**src/rtl/pid_core_seq.sv**
```systemverilog
// Second-order IIR PID law evaluated with one shared multiplier over six cycles,
// with saturation, clamped history (anti-windup), abortable clear and overrun flag.
module pid_core_seq #(
  parameter int ADC_BITWIDTH  = 8,
  parameter int REG_BITWIDTH  = 8,
  parameter int FRAC_BITWIDTH = 4
) (
  input  logic                           clk_i,
  input  logic                           rstn_i,
  input  logic                           dataValid_STRB_i,
  input  logic                           clear_i,
  input  logic        [ADC_BITWIDTH-1:0] ADC_value_i,
  input  logic        [ADC_BITWIDTH-1:0] SET_value_i,
  input  logic signed [REG_BITWIDTH-1:0] a1_reg_i,
  input  logic signed [REG_BITWIDTH-1:0] a0_reg_i,
  input  logic signed [REG_BITWIDTH-1:0] b0_reg_i,
  input  logic signed [REG_BITWIDTH-1:0] b1_reg_i,
  input  logic signed [REG_BITWIDTH-1:0] b2_reg_i,
  output logic signed [ADC_BITWIDTH:0]   out_Val_o,
  output logic                           outValid_STRB_o,
  output logic                           busy_o,
  output logic                           sat_o,
  output logic                           overrun_o
);

  localparam int E_W    = ADC_BITWIDTH + 1;
  localparam int ACC_W  = ADC_BITWIDTH + REG_BITWIDTH + 4;
  localparam int PROD_W = REG_BITWIDTH + E_W;
  localparam logic signed [ACC_W-1:0] SAT_MAX = ACC_W'((1 <<< ADC_BITWIDTH) - 1);
  localparam logic signed [ACC_W-1:0] SAT_MIN = ACC_W'(-(1 <<< ADC_BITWIDTH));

  typedef enum logic [2:0] {
    S_IDLE,
    S_MAC_B2,
    S_MAC_B1,
    S_MAC_B0,
    S_MAC_A1,
    S_MAC_A0,
    S_SAT
  } state_t;

  state_t r_state;
  state_t w_nextState;

  logic signed [E_W-1:0]          r_e0;
  logic signed [E_W-1:0]          r_e1;
  logic signed [E_W-1:0]          r_e2;
  logic signed [E_W-1:0]          r_y1;
  logic signed [E_W-1:0]          r_y2;
  logic signed [REG_BITWIDTH-1:0] r_b2;
  logic signed [REG_BITWIDTH-1:0] r_b1;
  logic signed [REG_BITWIDTH-1:0] r_b0;
  logic signed [REG_BITWIDTH-1:0] r_a1;
  logic signed [REG_BITWIDTH-1:0] r_a0;
  logic signed [ACC_W-1:0]        r_acc;
  logic signed [E_W-1:0]          r_out;
  logic                           r_outValid;
  logic                           r_sat;
  logic                           r_overrun;

  logic signed [E_W-1:0]          w_err;
  logic signed [REG_BITWIDTH-1:0] w_mulCoef;
  logic signed [E_W-1:0]          w_mulData;
  logic                           w_subtract;
  logic signed [PROD_W-1:0]       w_prod;
  logic signed [ACC_W-1:0]        w_prodExt;
  logic signed [ACC_W-1:0]        w_shifted;
  logic signed [E_W-1:0]          w_clamped;
  logic                           w_clip;

  assign w_err = $signed({1'b0, SET_value_i}) - $signed({1'b0, ADC_value_i});

  always_ff @(posedge clk_i) begin
    if (!rstn_i) r_state <= S_IDLE;
    else         r_state <= w_nextState;
  end

  always_comb begin
    w_nextState = r_state;
    case (r_state)
      S_IDLE:   if (dataValid_STRB_i) w_nextState = S_MAC_B2;
      S_MAC_B2: w_nextState = S_MAC_B1;
      S_MAC_B1: w_nextState = S_MAC_B0;
      S_MAC_B0: w_nextState = S_MAC_A1;
      S_MAC_A1: w_nextState = S_MAC_A0;
      S_MAC_A0: w_nextState = S_SAT;
      S_SAT:    w_nextState = S_IDLE;
      default:  w_nextState = S_IDLE;
    endcase
    if (clear_i) w_nextState = S_IDLE;
  end

  // Each MAC state routes one coefficient/history pair through the shared multiplier.
  always_comb begin
    w_mulCoef  = '0;
    w_mulData  = '0;
    w_subtract = 1'b0;
    case (r_state)
      S_MAC_B2: begin w_mulCoef = r_b2; w_mulData = r_e0; end
      S_MAC_B1: begin w_mulCoef = r_b1; w_mulData = r_e1; end
      S_MAC_B0: begin w_mulCoef = r_b0; w_mulData = r_e2; end
      S_MAC_A1: begin w_mulCoef = r_a1; w_mulData = r_y1; w_subtract = 1'b1; end
      S_MAC_A0: begin w_mulCoef = r_a0; w_mulData = r_y2; w_subtract = 1'b1; end
      default: ;
    endcase
  end

  assign w_prod    = PROD_W'(w_mulCoef) * PROD_W'(w_mulData);
  assign w_prodExt = ACC_W'(w_prod);
  assign w_shifted = r_acc >>> FRAC_BITWIDTH;

  always_comb begin
    w_clamped = w_shifted[E_W-1:0];
    w_clip    = 1'b0;
    if (w_shifted > SAT_MAX) begin
      w_clamped = {1'b0, {ADC_BITWIDTH{1'b1}}};
      w_clip    = 1'b1;
    end else if (w_shifted < SAT_MIN) begin
      w_clamped = {1'b1, {ADC_BITWIDTH{1'b0}}};
      w_clip    = 1'b1;
    end
  end

  // Clear is evaluated last so it overrides both overrun setting and any state step.
  always_ff @(posedge clk_i) begin
    if (!rstn_i) begin
      r_e0       <= '0;
      r_e1       <= '0;
      r_e2       <= '0;
      r_y1       <= '0;
      r_y2       <= '0;
      r_b2       <= '0;
      r_b1       <= '0;
      r_b0       <= '0;
      r_a1       <= '0;
      r_a0       <= '0;
      r_acc      <= '0;
      r_out      <= '0;
      r_outValid <= 1'b0;
      r_sat      <= 1'b0;
      r_overrun  <= 1'b0;
    end else begin
      r_outValid <= 1'b0;
      if (dataValid_STRB_i && (r_state != S_IDLE)) r_overrun <= 1'b1;
      if (clear_i) begin
        r_e0      <= '0;
        r_e1      <= '0;
        r_e2      <= '0;
        r_y1      <= '0;
        r_y2      <= '0;
        r_acc     <= '0;
        r_overrun <= 1'b0;
      end else begin
        case (r_state)
          S_IDLE: begin
            if (dataValid_STRB_i) begin
              r_e0  <= w_err;
              r_b2  <= b2_reg_i;
              r_b1  <= b1_reg_i;
              r_b0  <= b0_reg_i;
              r_a1  <= a1_reg_i;
              r_a0  <= a0_reg_i;
              r_acc <= '0;
            end
          end
          S_MAC_B2, S_MAC_B1, S_MAC_B0, S_MAC_A1, S_MAC_A0: begin
            r_acc <= w_subtract ? (r_acc - w_prodExt) : (r_acc + w_prodExt);
          end
          S_SAT: begin
            r_out      <= w_clamped;
            r_sat      <= w_clip;
            r_outValid <= 1'b1;
            r_y2       <= r_y1;
            r_y1       <= w_clamped;
            r_e2       <= r_e1;
            r_e1       <= r_e0;
          end
          default: ;
        endcase
      end
    end
  end

  assign out_Val_o       = r_out;
  assign outValid_STRB_o = r_outValid;
  assign busy_o          = (r_state != S_IDLE);
  assign sat_o           = r_sat;
  assign overrun_o       = r_overrun;

endmodule

```
**config.mk**
```make
export PLATFORM = sky130hd
export DESIGN_NAME = pid_core_seq
export DESIGN_NICKNAME = d
export VERILOG_FILES = /design/src/rtl/pid_core_seq.sv
export SDC_FILE = /design/constraint.sdc
export NUM_CORES = 1
export LEC_CHECK = 0
export ABC_AREA = 0
export CORE_MARGIN = 1.5
export CORE_UTILIZATION = 54
export CTS_BUF_LIST = sky130_fd_sc_hd__clkbuf_16
export DETAILED_ROUTE_END_ITERATION = 10
export PLACE_DENSITY = 0.78
export SKIP_CTS_REPAIR_TIMING = 1
export SLEW_MARGIN = 20
export SYNTH_ARGS = -nofsm -noshare
export SYNTH_HDL_FRONTEND = slang
export SYNTH_SLANG_ARGS = --single-unit
```
**constraint.sdc**
```tcl
create_clock -name clk_i -period 7.9 [get_ports clk_i]
set_input_delay 1.58 -clock clk_i [delete_from_list [all_inputs] [get_ports clk_i]]
set_output_delay 1.58 -clock clk_i [all_outputs]
set_load 0.005 [all_outputs]
```
==> out/metrics.csv, run 1 <==
stage,metric,value,unit
placement,port buffer count,72,
global_routing,first-pass GRT wire length,35900,um
power,maximum vdd drop,0.1493,mV
floorplanning,Die Ht,132.5,um
route,vias,7806,
route,residual DRC count,0,
synth,Yosys Warn Count,0,
timing,fin. max-slew vios,0,
critical_path,critical path type,flop to flop,
synth,Synth Register Bits,120,
synth,Mean Syn Cell Area,8.157,sq um
final_layout,n_diodes,0,
timing,Final Hold Viols,0,
route,final wirelength,21710,um
final_layout,P&R area growth vs syn,18.06,%
clock_network,CTS tree,yes,
synth,largest family of logic cells by synthesized area,adder cells,
status,outcome,finished clean,
worst_hold_path,hold path startpoint,r_e2[8],
synth,synth unique cells,62,
synth,Post-Synthesis Cells,1111,
global_routing,largest net degree at the start of global routing,53,
worst_hold_path,worst hold path type,flop to flop,
final_layout,fillers,1386,
synth,fraction of synthesized area in multiplexers,0.02485,
worst_hold_path,WHS Path Cells,2,
timing,Rel. slew slack,0.4385,
timing,Final Worst Setup Slack,0.4004,ns
clock_network,Clock Latency Late Sink,0.42,ns
timing,WHS,0.4575,ns
route,average wire per standard cell,15.31,um
critical_path,"Slowest-stage cell, CP",fa_1,
route,Antenna Nets Post-Route,0,
synth,Synthesized Nets,1293,
critical_path,CP endpoint kind,flop,
power,Leak Pwr,4.258,nW
clock_network,CTS Sinks,120,
final_layout,Final Net Count,1368,
critical_path,R2R Path End,r_acc[18],
critical_path,CP arrival,7.82,ns
synth,Post-synth ARST share,0,
clock_network,Max Buffers Root-to-Sink,2,
critical_path,crit-path max FO,9,
global_routing,grt total ovfl,0,
synth,Synth Area in Simple Gates,0.1824,
power,Tot Pwr,1.652,mW
timing,Max Clock Skew,0.01486,ns
critical_path,most numerous cell on the critical path,fa_1,
floorplanning,DIE WIDTH,132.5,um
clock_network,clock-pin slew on the worst setup and hold paths,0.06,ns
clock_network,TritonCTS Buffers,17,
critical_path,reg-to-reg startpoint,r_state[1],
global_routing,vias in the first global route,7493,
clock_network,clock root buffer,clkbuf_16,
timing,fin crit share,0.9493,
floorplanning,I/O Pins,73,
placement,DP Wirelength,16500,um
synth,"EDFF count, synth",0,
route,Via density,5.505,
run,max_cap viols,0,
power,P per Cell Area,154.4,nW/um^2
floorplanning,Initial Util,0.5504,
placement,Place WS,0.1137,ns
synth,sequential area share after synthesis,0.2651,
final_layout,fraction of layout instances using a drive strength above 1,0.08431,
floorplanning,Row Count,47,
synth,top_reg_cell synth,dfxtp_1,
critical_path,critical path startpoint category,flop,
timing,Worst Tran Pin Value,0.8421,ns
route,DRT iter0 DRCs,509,
critical_path,"slowest stage delay, CP",0.56,ns
synth,Post-Synth XOR/XNOR Area,0.05122,
route,Pre-antenna DRT Iters,5,
synth,Compound-Gate Fraction of Synth Area,0.1871,
placement,gpl congestion,0.8923,
timing,fmax,0.1333,GHz
floorplanning,Die ar.,17570,sq um
worst_hold_path,worst hold path endpoint,r_e2[8],
timing,clock period minus worst slack,7.500,ns
critical_path,FF-to-FF setup slack,0.40,ns
timing,Final Setup Violations,0,
global_routing,antenna violations before repair,0,
critical_path,Reg2Reg Depth,28,
clock_network,H-tree levels,4,
synth,Post-Synth Adder-Cell Area,0.2215,
synth,Mapped Area,9062,sq um
critical_path,Worst Path Required,8.22,ns
global_routing,Tot GR Track Use,0.2519,
floorplanning,area of the core,16470,sq um
[cells in the final DEF (no fill, tap or decap), types with 16 or more instances in the layout]
master	instances
xnor2_1	37
ha_1	58
mux2i_1	18
inv_1	112
clkbuf_16	17
nand2_1	180
buf_4	29
xor2_1	16
clkdlybuf4s50_1	72
a21boi_0	41
nor2_1	121
dfxtp_1	120
a21oi_1	78
o21ai_0	42
fa_1	64
[worst max-delay path, delay by kind of cell, from the launching register on]
kind	cells	cell delay (ns)
adder cells (fa/ha/maj)	6	2.81
AO/OA/AOI/OAI	10	2.16
AND/OR/NAND/NOR	6	1.23
XOR/XNOR	3	0.49
flip-flops	1	0.43
buffers and inverters	3	0.25
[state kept, by name, summed over array words and instances, names as in the netlist]
signal,cells
outValid_STRB_o,1
r_a0,8
r_acc,20
r_state,3
r_e0,9
r_e1,9
r_b2,8
r_b1,8
r_a1,8
r_e2,9
out_Val_o,9
sat_o,1
r_y2,9
r_b0,8
overrun_o,1
r_y1,9
[cell type report]
cell class,instances,area (sq um),area share
well taps,220,275.3,0.02573
clock buffers,17,425.4,0.03976
clock inverters,14,112.6,0.01053
repair buffers,102,949.7,0.08876
multi-input cells,833,6113,0.5714
inverters,112,420.4,0.03929
flip-flops and latches,120,2402,0.2245
[per-layer routing]
layer | track usage | wire length [um] | vias up
met5 | 0 | 0 | -
met1 | 0.3285 | 9721 | 3723
met2 | 0.4215 | 10420 | 222
li1 | - | - | 3818
met4 | 0.08486 | 494 | 0
met3 | 0.04789 | 1069 | 43
[power breakdown]
part | switching, mW | total [mW] | leakage [nW] | internal [mW]
sequential | 0.0139 | 0.635 | 0.972 | 0.622
combinational | 0.166 | 0.305 | 3.03 | 0.140
clock | 0.286 | 0.711 | 0.257 | 0.425
total | 0.465 | 1.65 | 4.26 | 1.19
[per-stage QoR]
stage                     area (sq um)  utilization  setup TNS [ns]  cells
after floorplan                   9062            -               0   1111
after global placement           10070       0.6115               0   1384
after detailed placement         10070       0.6117               0   1384
after CTS                        10610       0.6444               0   1415
after global routing             10700       0.6498        -0.04525   1418
final                            10700       0.6498               0   1418
[synth_stat cells (10+ instances only)]
cell type,n,area [sq um]
mux2i_1,18,180.2
fa_1,64,1281
a22oi_1,15,112.6
xnor2_1,37,324.1
ha_1,58,725.7
a21boi_0,41,307.8
dfxtp_1,120,2402
a21o_1,14,105.1
nand2b_1,10,62.56
or2_2,15,93.84
o21ai_0,43,215.2
and2_1,14,87.58
nor2b_1,10,62.56
clkbuf_1,35,131.4
inv_1,112,420.4
nor2_1,123,461.7
nand2_1,180,675.7
a21oi_1,79,395.4
xor2_1,16,140.1
[logic make-up after synthesis]
kind of cell,Yosys count
muxes,22
adders and majority gates,122
DFF,120
and+or+nand+nor,383
AOI/OAI and AO/OA,253
xor gates and xnor gates,53
buffers and inverters,158
[worst max-delay path by stage]
stage / from / to / cells past startpoint
after global routing: r_state[2] / r_acc[19] / 30
after CTS: r_state[2] / r_acc[19] / 29
after global placement: r_state[2] / r_acc[19] / 30
final: r_state[1] / r_acc[18] / 28
after detailed placement: r_state[2] / r_acc[19] / 29
after floorplan: r_state[2] / r_acc[19] / 31
Note: power is estimated with default switching activity, not from simulation.
==> inputs of run 2 (changes only) <==
--- a/config.mk
+++ b/config.mk
@@ -7,7 +7,7 @@
 export LEC_CHECK = 0
 export ABC_AREA = 0
 export CORE_MARGIN = 1.5
-export CORE_UTILIZATION = 54
+export CORE_UTILIZATION = 57
 export CTS_BUF_LIST = sky130_fd_sc_hd__clkbuf_16
 export DETAILED_ROUTE_END_ITERATION = 10
 export PLACE_DENSITY = 0.78
==> constraint.sdc (replaced) <==
create_clock -name clk_i -period 8.31 [get_ports clk_i]
set_input_delay 1.662 -clock clk_i [delete_from_list [all_inputs] [get_ports clk_i]]
set_output_delay 1.662 -clock clk_i [all_outputs]
set_load 0.005 [all_outputs]
==> out/metrics.csv, run 2 (same netlist as run 1, synthesis figures left out) <==
stage,metric,value,unit
status,outcome,finished clean,
route,Antenna Nets Post-Route,0,
route,final wirelength,20980,um
final_layout,fraction of layout instances using a drive strength above 1,0.07569,
worst_hold_path,worst hold path type,flop to flop,
critical_path,Crit path max-delay family,adder cells,
power,Leak Pwr,4.205,nW
critical_path,CP endpoint kind,flop,
floorplanning,Die ar.,16660,sq um
timing,Worst Tran Pin Value,0.7499,ns
floorplanning,Initial Util,0.5896,
route,vias,7636,
power,P per Cell Area,147.8,nW/um^2
global_routing,first-pass GRT wire length,34970,um
final_layout,fillers,1267,
timing,fin. max-slew vios,0,
global_routing,vias in the first global route,7259,
floorplanning,I/O Pins,73,
placement,dpl cells,1367,
final_layout,max FFs per register,20,
route,average wire per standard cell,14.99,um
critical_path,critical path type,flop to flop,
final_layout,P&R area growth vs syn,16.64,%
clock_network,clock root buffer,clkbuf_16,
timing,Final Setup Violations,0,
critical_path,Worst Path Required,8.62,ns
power,Flop pwr share,0.386,
route,DRT iter0 DRCs,498,
clock_network,TritonCTS Buffers,17,
global_routing,antenna violations before repair,0,
power,Gate power share,0.183,
placement,gpl congestion,0.8741,
clock_network,H-tree levels,4,
timing,Rel. slew slack,0.5000,
run,max_cap viols,0,
power,Clock Power Share,0.431,
placement,DP Wirelength,16010,um
placement,port buffer count,72,
final_layout,most frequent cells in the layout,"180 x nand2_1, 121 x nor2_1, 119 x dfxtp_1",
critical_path,CP arrival,8.02,ns
critical_path,most numerous cell on the critical path,fa_1,
critical_path,"Slowest-stage cell, CP",fa_1,
global_routing,grt total ovfl,0,
final_layout,Final Non-Filler Cells,1400,
global_routing,largest net degree at the start of global routing,68,
clock_network,Clock Latency Late Sink,0.42,ns
timing,Max Clock Skew,0.008781,ns
final_layout,"most common cell after layout, fill and taps aside",nand2_1,
route,Via density,5.454,
route,Pre-antenna DRT Iters,6,
critical_path,"slowest stage delay, CP",0.54,ns
route,residual DRC count,0,
critical_path,critical path startpoint category,flop,
floorplanning,Die Ht,129.1,um
critical_path,crit-path max FO,9,
timing,clock period minus worst slack,7.711,ns
clock_network,CTS Sinks,120,
final_layout,Final Net Count,1358,
clock_network,Max Buffers Root-to-Sink,2,
floorplanning,Row Count,45,
timing,RSZ-0062 raised after global routing,false,
floorplanning,DIE WIDTH,129.1,um
critical_path,worst path buffer plus inverter count,4,
timing,fin crit share,0.9279,
clock_network,clock-pin slew on the worst setup and hold paths,0.06,ns
final_layout,n_diodes,0,
timing,setup tns final,0,ns
power,internal power,1.106,mW
clock_network,CTS tree,yes,
power,maximum vdd drop,0.1385,mV
power,Sw Share,0.2918,
timing,Final Hold Viols,0,
floorplanning,area of the core,15370,sq um
global_routing,Tot GR Track Use,0.2648,
power,Net Sw Power,0.4558,mW
timing,fmax,0.1297,GHz
final_layout,largest register by flop count,r_acc,
[run 2: metrics by stage]
stage / total power, mW / util / setup WS, ns / instance area [sq um] / hold slack [ns]
after floorplan: 0.8135 / - / 0.8673 / 9062 / 0.4329
after global placement: 0.8944 / 0.6504 / 0.4954 / 9997 / 0.4401
after detailed placement: 0.8967 / 0.6504 / 0.1746 / 9997 / 0.4439
after CTS: 1.568 / 0.6859 / 0.1616 / 10540 / 0.4516
after global routing: 1.631 / 0.6877 / 0.09568 / 10570 / 0.4719
final: 1.562 / 0.6877 / 0.5993 / 10570 / 0.4534
[run 2: worst paths after layout]
check / end / start / slack [ns] / cells after the start
worst min register to register: r_e2[7] / r_e2[7] / 0.45 / 2
worst min-delay path: r_e2[7] / r_e2[7] / 0.45 / 2
worst max-delay path: r_acc[18] / r_state[2] / 0.60 / 29
worst max register to register: r_acc[18] / r_state[2] / 0.60 / 29
[run 2: layout make-up]
type                            instances  area (sq um)  share of cell area
Clock buffer                           17         425.4             0.04025
Tap cell                              211         264.0             0.02498
Inverter                              112         420.4             0.03977
Multi-Input combinational cell        833          6068              0.5741
Timing Repair Buffer                   92         868.3             0.08215
Sequential cell                       120          2404              0.2274
Clock inverter                         15         120.1             0.01136
[run 2: worst register-to-register path, delay by kind of cell (launching register included)]
kind                     cells  cell delay, ns
adder cells (fa/ha/maj)      6            2.58
AND/OR/NAND/NOR              8            1.86
AO/OA/AOI/OAI                8            1.77
XOR/XNOR                     3            0.49
flip-flops                   1            0.47
buffers and inverters        4            0.40
[run 2: layer usage]
metal,GRT usage,up-vias,share of wire
li1,-,3803,-
met1,0.3530,3585,0.45
met2,0.4479,225,0.49
met3,0.04624,23,0.050
met4,0.06940,0,0.014
met5,0,-,0
[run 2: power groups by stage]
stage	Combinational, mW	Sequential, mW	Clock [mW]
floorplan	0.204	0.610	0
global placement	0.280	0.615	0
detailed placement	0.282	0.615	0
CTS	0.285	0.603	0.681
global route	0.316	0.605	0.710
finish	0.286	0.603	0.673
==> inputs of run 3 (changes only) <==
--- a/config.mk
+++ b/config.mk
@@ -10,7 +10,7 @@
 export CORE_UTILIZATION = 57
 export CTS_BUF_LIST = sky130_fd_sc_hd__clkbuf_16
 export DETAILED_ROUTE_END_ITERATION = 10
-export PLACE_DENSITY = 0.78
+export PLACE_DENSITY = 0.74
 export SKIP_CTS_REPAIR_TIMING = 1
 export SLEW_MARGIN = 20
 export SYNTH_ARGS = -nofsm -noshare
==> out/metrics.csv, run 3 (same netlist as run 1, synthesis figures left out) <==
stage,metric,value,unit
route,vias,7584,
final_layout,largest register by flop count,r_acc,
floorplanning,Die Ht,129.1,um
status,outcome,finished clean,
critical_path,R2R Path End,r_acc[19],
route,Via density,5.421,
power,P per Cell Area,151.7,nW/um^2
clock_network,Clock Latency Late Sink,0.42,ns
global_routing,grt total ovfl,0,
timing,setup tns final,0,ns
critical_path,"Slowest-stage cell, CP",fa_1,
placement,dpl cells,1366,
final_layout,register area,2402,sq um
global_routing,first-pass GRT wire length,34930,um
clock_network,CTS Sinks,120,
clock_network,H-tree levels,4,
timing,Max Clock Skew,0.01030,ns
final_layout,Final Net Count,1358,
timing,fin crit share,0.9328,
clock_network,CTS tree,yes,
run,max_cap viols,0,
route,Pre-antenna DRT Iters,5,
critical_path,critical path type,flop to flop,
critical_path,Reg2Reg Depth,30,
timing,RSZ-0062 raised after global routing,false,
floorplanning,Initial Util,0.5896,
global_routing,Tot GR Track Use,0.2663,
critical_path,Worst Path Required,8.66,ns
critical_path,"slowest stage delay, CP",0.54,ns
placement,gpl congestion,0.9160,
critical_path,crit-path max FO,20,
timing,clock period minus worst slack,7.752,ns
clock_network,TritonCTS Buffers,17,
global_routing,vias in the first global route,7312,
route,Antenna Nets Post-Route,0,
critical_path,most numerous cell on the critical path,fa_1,
floorplanning,DIE WIDTH,129.1,um
critical_path,reg-to-reg startpoint,r_state[1],
worst_hold_path,worst hold path endpoint,r_y2[6],
timing,Final Worst Setup Slack,0.5583,ns
final_layout,most frequent cells in the layout,"180 x nand2_1, 120 x nor2_1, 120 x dfxtp_1",
floorplanning,I/O Pins,73,
global_routing,largest net degree at the start of global routing,68,
clock_network,clock-pin slew on the worst setup and hold paths,0.06,ns
placement,DP Wirelength,15980,um
floorplanning,Row Count,45,
global_routing,antenna violations before repair,0,
placement,Placed Area,9993,sq um
route,final wirelength,20960,um
critical_path,CP endpoint kind,flop,
worst_hold_path,hold path startpoint,r_y2[6],
timing,WHS,0.4568,ns
timing,Rel. slew slack,0.4335,
floorplanning,area of the core,15370,sq um
clock_network,clock root buffer,clkbuf_16,
final_layout,Final Instance Area,10620,sq um
route,residual DRC count,0,
final_layout,P&R area growth vs syn,17.16,%
floorplanning,Die ar.,16660,sq um
final_layout,Multi-input gate area,6083,sq um
timing,Worst Tran Pin Value,0.8496,ns
worst_hold_path,WHS Path Cells,2,
final_layout,"most common cell after layout, fill and taps aside",nand2_1,
final_layout,fillers,1271,
power,Leak Pwr,4.234,nW
clock_network,Max Buffers Root-to-Sink,2,
final_layout,fraction of layout instances using a drive strength above 1,0.07828,
worst_hold_path,worst hold path type,flop to flop,
timing,Final Setup Violations,0,
timing,Final Hold Viols,0,
timing,fmax,0.1290,GHz
critical_path,FF-to-FF setup slack,0.56,ns
route,DRT iter0 DRCs,489,
timing,fin. max-slew vios,0,
final_layout,max FFs per register,20,
placement,Place WS,0.3604,ns
placement,port buffer count,72,
final_layout,n_diodes,0,
power,Tot Pwr,1.611,mW
final_layout,Final Non-Filler Cells,1399,
final_layout,final core utilization,0.6908,
power,maximum vdd drop,0.1503,mV
critical_path,CP arrival,8.10,ns
critical_path,critical path startpoint category,flop,
route,average wire per standard cell,14.98,um
==> run 3: cell count changes in the layout (fill, tap and decap cells not counted), sizes merged <==
cell,previous run,this run
buf,19,20
bufinv,0,2
clkbuf,18,17
clkinv,7,8
clkinvlp,3,2
inv,117,114
==> run 3: how the worst max path moves through the flow <==
stage	from	endpoint	slack (ns)	cells after the start
global route	r_state[1]	r_acc[19]	0.06	30
global placement	r_state[1]	r_acc[19]	0.47	31
detailed placement	r_state[1]	r_acc[19]	0.36	30
floorplan	r_state[2]	r_acc[19]	0.87	31
CTS	r_state[2]	r_acc[19]	0.34	31
finish	r_state[1]	r_acc[19]	0.56	30
==> run 3: report_power, final <==
part	internal [mW]	switching (mW)	leakage, nW
registers	0.591	0.0134	0.972
clock network	0.441	0.276	0.279
logic	0.131	0.158	2.98
total	1.16	0.448	4.23
==> run 3: area by class of cell <==
cell class | count | share of cell area
multi-input combinational | 833 | 0.5729
sequential | 120 | 0.2263
timing repair buffer | 92 | 0.08202
clock buffer | 17 | 0.04007
inverter | 112 | 0.03959
tap | 211 | 0.02486
clock inverter | 14 | 0.01426
==> run 3: worst max-delay path, delay by kind of cell, from the launching register on <==
kind	cells	cell delay [ns]
AND/OR/NAND/NOR	7	1.08
AO/OA/AOI/OAI	10	2.22
buffers and inverters	4	0.50
adder cells (fa/ha/maj)	6	2.80
XOR/XNOR	3	0.64
flip-flops	1	0.41
==> run 3: routing by layer <==
metal | up-vias | global-route usage | part of all wire
met5 | - | 0 | 0
met4 | 0 | 0.09385 | 0.022
met3 | 36 | 0.05037 | 0.045
met2 | 166 | 0.4420 | 0.48
met1 | 3574 | 0.3499 | 0.46
li1 | 3808 | - | -
